**src/rtl/fpu_f2i_if.sv**
```systemverilog
// rtl/fpu_f2i_if.sv - request/response bundle for the float-to-integer converter
interface fpu_f2i_if;
    logic        start;
    logic        is_unsigned;
    logic [2:0]  rm;
    logic [31:0] operand;
    logic        busy;
    logic        done;
    logic [31:0] result;
    logic [4:0]  fflags;

    modport master (
        output start, is_unsigned, rm, operand,
        input  busy, done, result, fflags
    );

    modport slave (
        input  start, is_unsigned, rm, operand,
        output busy, done, result, fflags
    );
endinterface

```
**src/rtl/fpu_f2i.sv**
```systemverilog
// rtl/fpu_f2i.sv - multi-cycle binary32 to int32/uint32 converter (FCVT.W.S / FCVT.WU.S)
module fpu_f2i (
    input  logic       clock,
    input  logic       reset_n,
    fpu_f2i_if.slave   bus
);
    typedef enum logic [1:0] {IDLE, PREP, SHIFT, ROUND} state_t;

    state_t      state, state_nx;
    logic [31:0] op_q;
    logic        uns_q;
    logic [2:0]  rm_q;
    logic [31:0] sig;
    logic        guard, sticky;
    logic [4:0]  cnt;
    logic        shl;
    logic        sat, sat_neg;
    logic        done_q;
    logic [31:0] result_q;
    logic [4:0]  fflags_q;

    // Classification of the latched operand, consumed in PREP
    logic [7:0]  e;
    logic [22:0] m;
    logic [31:0] cls_sig;
    logic        cls_sticky, cls_shl, cls_sat, cls_sat_neg;
    logic [7:0]  cls_n8;
    logic [4:0]  cls_n;

    always_comb begin
        e           = op_q[30:23];
        m           = op_q[22:0];
        cls_sig     = 32'd0;
        cls_sticky  = 1'b0;
        cls_shl     = 1'b0;
        cls_sat     = 1'b0;
        cls_sat_neg = 1'b0;
        cls_n8      = 8'd0;
        if (e == 8'd255) begin
            cls_sat     = 1'b1;
            cls_sat_neg = (m == 23'd0) && op_q[31];
        end else if (e == 8'd0 && m == 23'd0) begin
            cls_sig = 32'd0;
        end else if (e <= 8'd125) begin
            cls_sticky = 1'b1;
        end else if (e <= 8'd149) begin
            cls_sig = {8'd0, 1'b1, m};
            cls_n8  = 8'd150 - e;
        end else if (e <= 8'd158) begin
            cls_sig = {8'd0, 1'b1, m};
            cls_n8  = e - 8'd150;
            cls_shl = 1'b1;
        end else begin
            cls_sat     = 1'b1;
            cls_sat_neg = op_q[31];
        end
        cls_n = cls_n8[4:0];
    end

    // Rounding and range check on the shifted magnitude
    logic        neg, inc;
    logic [32:0] mag;
    logic [31:0] res_nx;
    logic [4:0]  fl_nx;
    logic        nx;

    always_comb begin
        neg = op_q[31];
        case (rm_q)
            3'b000:  inc = guard & (sticky | sig[0]);
            3'b010:  inc = neg & (guard | sticky);
            3'b011:  inc = !neg & (guard | sticky);
            3'b100:  inc = guard;
            default: inc = 1'b0;
        endcase
        mag    = {1'b0, sig} + {32'd0, inc};
        nx     = guard | sticky;
        res_nx = 32'd0;
        fl_nx  = 5'd0;
        if (!uns_q) begin
            if (sat) begin
                res_nx = sat_neg ? 32'h8000_0000 : 32'h7FFF_FFFF;
                fl_nx  = 5'h10;
            end else if (!neg && mag > 33'h0_7FFF_FFFF) begin
                res_nx = 32'h7FFF_FFFF;
                fl_nx  = 5'h10;
            end else if (neg && mag > 33'h0_8000_0000) begin
                res_nx = 32'h8000_0000;
                fl_nx  = 5'h10;
            end else begin
                res_nx = neg ? (~mag[31:0] + 32'd1) : mag[31:0];
                fl_nx  = {4'd0, nx};
            end
        end else begin
            if (sat) begin
                res_nx = sat_neg ? 32'd0 : 32'hFFFF_FFFF;
                fl_nx  = 5'h10;
            end else if (!neg && mag[32]) begin
                res_nx = 32'hFFFF_FFFF;
                fl_nx  = 5'h10;
            end else if (neg && mag != 33'd0) begin
                res_nx = 32'd0;
                fl_nx  = 5'h10;
            end else begin
                res_nx = neg ? 32'd0 : mag[31:0];
                fl_nx  = {4'd0, nx};
            end
        end
    end

    always_comb begin
        state_nx = state;
        case (state)
            IDLE:    if (bus.start && !done_q) state_nx = PREP;
            PREP:    state_nx = (cls_n == 5'd0) ? ROUND : SHIFT;
            SHIFT:   if (cnt == 5'd1) state_nx = ROUND;
            ROUND:   state_nx = IDLE;
            default: state_nx = IDLE;
        endcase
    end

    always_ff @(posedge clock or negedge reset_n) begin
        if (!reset_n) begin
            state    <= IDLE;
            op_q     <= 32'd0;
            uns_q    <= 1'b0;
            rm_q     <= 3'd0;
            sig      <= 32'd0;
            guard    <= 1'b0;
            sticky   <= 1'b0;
            cnt      <= 5'd0;
            shl      <= 1'b0;
            sat      <= 1'b0;
            sat_neg  <= 1'b0;
            done_q   <= 1'b0;
            result_q <= 32'd0;
            fflags_q <= 5'd0;
        end else begin
            state  <= state_nx;
            done_q <= 1'b0;
            case (state)
                IDLE: begin
                    if (bus.start && !done_q) begin
                        op_q  <= bus.operand;
                        uns_q <= bus.is_unsigned;
                        rm_q  <= bus.rm;
                    end
                end
                PREP: begin
                    sig     <= cls_sig;
                    guard   <= 1'b0;
                    sticky  <= cls_sticky;
                    cnt     <= cls_n;
                    shl     <= cls_shl;
                    sat     <= cls_sat;
                    sat_neg <= cls_sat_neg;
                end
                SHIFT: begin
                    cnt <= cnt - 5'd1;
                    if (shl) begin
                        sig <= {sig[30:0], 1'b0};
                    end else begin
                        sig    <= {1'b0, sig[31:1]};
                        guard  <= sig[0];
                        sticky <= sticky | guard;
                    end
                end
                ROUND: begin
                    result_q <= res_nx;
                    fflags_q <= fl_nx;
                    done_q   <= 1'b1;
                end
                default: ;
            endcase
        end
    end

    // busy covers the done cycle so a new request lands the cycle after it
    assign bus.busy   = (state != IDLE) || done_q;
    assign bus.done   = done_q;
    assign bus.result = result_q;
    assign bus.fflags = fflags_q;
endmodule

```
**src/flat_wrapper.sv**
```systemverilog
// flat-port wrapper written by rule: the top's interface ports become plain ports
module fpu_f2i_flat 
  (clock, reset_n, bus_start, bus_is_unsigned, bus_rm, bus_operand, bus_busy, bus_done, bus_result, bus_fflags);
  fpu_f2i_if bus_i ();
  input  logic clock;
  input  logic reset_n;
  input wire logic [$bits(bus_i.start)-1:0] bus_start;
  input wire logic [$bits(bus_i.is_unsigned)-1:0] bus_is_unsigned;
  input wire logic [$bits(bus_i.rm)-1:0] bus_rm;
  input wire logic [$bits(bus_i.operand)-1:0] bus_operand;
  output wire logic [$bits(bus_i.busy)-1:0] bus_busy;
  output wire logic [$bits(bus_i.done)-1:0] bus_done;
  output wire logic [$bits(bus_i.result)-1:0] bus_result;
  output wire logic [$bits(bus_i.fflags)-1:0] bus_fflags;
  assign bus_i.start = bus_start;
  assign bus_i.is_unsigned = bus_is_unsigned;
  assign bus_i.rm = bus_rm;
  assign bus_i.operand = bus_operand;
  assign bus_busy = bus_i.busy;
  assign bus_done = bus_i.done;
  assign bus_result = bus_i.result;
  assign bus_fflags = bus_i.fflags;
  fpu_f2i u_core (.clock(clock), .reset_n(reset_n), .bus(bus_i));
endmodule
```
**config.mk**
```make
export PLATFORM = sky130hd
export DESIGN_NAME = fpu_f2i_flat
export DESIGN_NICKNAME = d
export VERILOG_FILES = /design/src/rtl/fpu_f2i_if.sv /design/src/rtl/fpu_f2i.sv /design/src/flat_wrapper.sv
export SDC_FILE = /design/constraint.sdc
export NUM_CORES = 1
export LEC_CHECK = 0
export CAP_MARGIN = 40
export CORE_MARGIN = 3
export CORE_UTILIZATION = 44
export CTS_CLUSTER_DIAMETER = 120
export DETAILED_ROUTE_END_ITERATION = 8
export SKIP_LAST_GASP = 1
export SYNTH_ARGS = -nofsm -noshare
export SYNTH_HDL_FRONTEND = slang
export SYNTH_SLANG_ARGS = --single-unit
export TNS_END_PERCENT = 10
```
**constraint.sdc**
```tcl
create_clock -name clock -period 5.1 [get_ports clock]
set_clock_uncertainty 0.05 [all_clocks]
set_input_delay 0.765 -clock clock [delete_from_list [all_inputs] [get_ports clock]]
set_output_delay 0.765 -clock clock [all_outputs]
set_load 0.01 [all_outputs]
```
==> reports/results.ini <==
[floorplan]
design.die.area_um2 = 20500
initial_core_util_pct = 45.5
rows = 49
die_y_um = 143
core_um2 = 18200
ios = 78
die_x_um = 143

[clock_network]
cts_inserted_buffers = 17
cts_tree = done
cts_max_level = 4
clockBufferDepth = 2
cts_resized = 0
cts_hold_buf = 0
clock_sink_count = 115
cts-root-buf = clkbuf_16
path_clk_slew_ns = 0.06
cts_setup_buffers = 0
insertion_delay_ns = 0.43

[synthesis]
synth_area_um2 = 8290
ys_top_cells_by_area = dfrtp_1 35%, mux2_2 7.7%, nor2_1 4.8%
synth-seq-area-share_pct = 34.7
yosysUniqueCellTypes = 91
syn_area_per_cell_um2 = 8.73
synth_area_leader_cell = dfrtp_1
async_flop_share_pct = 100
synth_seq_cells = 115
synth_warnings = 0
ys.flop_type = dfrtp_1
synth_top_area_share_pct = 34.7
synth-edff-count = 0
syn_inst = 949

[critical_path]
critPathMaxFanout = 10
slowest_stage = or4_1
cp_top_family = compound AO/OA/AOI/OAI gates
arrival_ns = 5.04
path_class = reg2reg
path_cells = nor2_1 -> o41ai_1 -> buf_4 -> ha_1 -> ha_1 -> nand4_1 -> buf_4 -> o31ai_1 -> nand4_1 -> or3_1 -> or4_1 -> o41ai_2 -> o211ai_1 -> a21oi_1 -> o32a_1
worst-path-buf-inv = 2
required_ns = 5.41
slowest_delay_ns = 0.74
crit_path_end_kind = register
cp-start-kind = register

[sta]
fin_ws_ns = 0.368
setup_tns_ns = 0
tightest_slew_ns = 0.830
hold_ws_ns = 0.272
finalSetupViolations = 0
slew_viol_final = 0
clock.fmax_mhz = 211
finalHoldViolCount = 0
min_period_over_period_pct = 92.8
min_period_ns = 4.73
maxSlewHeadroom_pct = 43.3
rsz0062_at_grt = false

[cells_and_area]
syn_to_final_growth_pct = 16.9
nFillCells = 1715
final_common_cell = dfrtp_1
layout_common_cells = 115 x dfrtp_1, 106 x nor2_1, 73 x clkdlybuf4s50_1, 65 x nand2_1, 62 x a21oi_1
n_antenna_cell = 0
drive_above_1_share_pct = 15.1
nNetsFinal = 1052

[power]
cellLeakagePower_nw = 3.66
ir_drop_mv = 0.755
total_power_mw = 6.63
power_density_nw_per_um2 = 684

[grt]
grt_max_degree = 71
grt_pass1_wl_um = 37700
antenna_found_initial = 0
grt_pass1_vias = 6856
grt_use_total_pct = 23.1
grt.overflow.total = 0

[placement]
portBuffers = 74
gp_congestion = 0.916
place.detailed.hpwl_um = 17100
post-place-ws_ns = 0.396

[drt]
vias = 7512
dr.pass1.iters = 5
drt-total-wl_um = 23300
ant_nets = 0
drc = 0
drtIter0Drc = 689
post_drt_wl_per_cell_um = 18.8
vias_per_cell = 6.06

[run]
maxCapViolations = 0

[outcome]
status = complete, no violations

[min_path]
hold_path.class = in2async

-- power breakdown --
part / leakage [nW] / total [mW] / switching [mW] / internal [mW]
combinational: 2.02 / 3.48 / 1.94 / 1.54
sequential: 1.37 / 1.97 / 0.605 / 1.36
clock: 0.276 / 1.17 / 0.494 / 0.681
-- routing by layer --
| metal | wire, um | share of wire [%] | up-vias | GRT usage, % |
|---|---|---|---|---|
| met3 | 1320 | 5.7 | 32 | 3.72 |
| met5 | 0 | 0 | - | 0 |
| met4 | 452 | 1.9 | 0 | 6.64 |
| met2 | 10400 | 45 | 274 | 34.4 |
| met1 | 11100 | 48 | 3582 | 34.6 |
| li1 | - | - | 3624 | - |
-- synthesized netlist by cell type, types with 5 or more instances --
cell      instances
a211oi_1          7
a21oi_1          62
a22oi_1          24
a31oi_1          20
and2_1            9
and4_1            5
buf_2            15
buf_4             8
buf_6            11
clkbuf_1         34
dfrtp_1         115
ha_1             16
inv_1            28
mux2_2           57
mux2i_1          13
nand2_1          65
nand2b_1          8
nand3_1          32
nand4_1          22
nor2_1          106
nor3_1           16
nor4_1           20
o211ai_1          9
o21ai_0          49
o21ai_1           5
o22ai_1          12
o31ai_1          11
or2_2             5
or3_1            14
or4_1            10
xnor2_1          28
xor2_1           13
-- kinds of logic (layout without fill, tap and decap cells) --
| kind of cell | after synthesis | count (layout) | share of synthesized area [%] |
|---|---|---|---|
| and+or+nand+nor | 352 | 352 | 22.5 |
| AOI/OAI and AO/OA | 251 | 251 | 20.1 |
| DFF | 115 | 115 | 34.7 |
| buffers and inverters | 103 | 162 | 6.49 |
| muxes | 70 | 70 | 9.32 |
| xor gates and xnor gates | 41 | 41 | 4.33 |
| adders and majority gates | 16 | 16 | 2.42 |
| other | 1 | 3 | 0.0453 |
-- sequential cells by signal, summed over array words and instances (netlist names), 2 cells and up --
name and flops:
u_core.bus.fflags 2, u_core.rm_q 3, u_core.state 2, u_core.sig 32, u_core.op_q 32, u_core.cnt 5, u_core.bus.result 32
-- metrics by stage --
| stage | cells | utilization, % | cell area [um^2] |
|---|---|---|---|
| after global placement | 1206 | 50.0 | 9100 |
| after detailed placement | 1207 | 50.1 | 9120 |
| after CTS | 1239 | 53.2 | 9690 |
| after floorplan | 951 | - | 8290 |
| final | 1239 | 53.2 | 9690 |
| after global routing | 1239 | 53.2 | 9690 |
-- worst paths after layout --
path | end | startpoint | slack, ns | cells past startpoint
max | u_core.bus.result[29] | u_core.guard | 0.37 | 15
min | u_core.op_q[31] | reset_n | 0.27 | 1
max reg2reg | u_core.bus.result[29] | u_core.guard | 0.37 | 15
min reg2reg | u_core.bus.result[15] | u_core.bus.result[15] | 0.45 | 1
max in group asynchronous | u_core.op_q[4] | reset_n | 3.81 | 2
min in group clock | u_core.bus.result[15] | u_core.bus.result[15] | 0.45 | 1
-- layout make-up --
cell class	count	area (um^2)	area share, %
clock buffer	17	425	4.39
clock inverter	15	146	1.51
inverter	28	105	1.08
multi-input combinational	733	4890	50.5
sequential	115	2880	29.7
tap	229	287	2.96
timing repair buffer	102	956	9.87
-- worst register-to-register path: cells and delay by family (launching register included) --
family                   cells  cell delay (ns)
AO/OA/AOI/OAI                6             1.66
adder cells (fa/ha/maj)      2             0.45
buffers and inverters        2             0.43
flip-flops                   1             0.41
AND/OR/NAND/NOR              5             1.65
No activity file was read; power rests on OpenSTA's default activity.
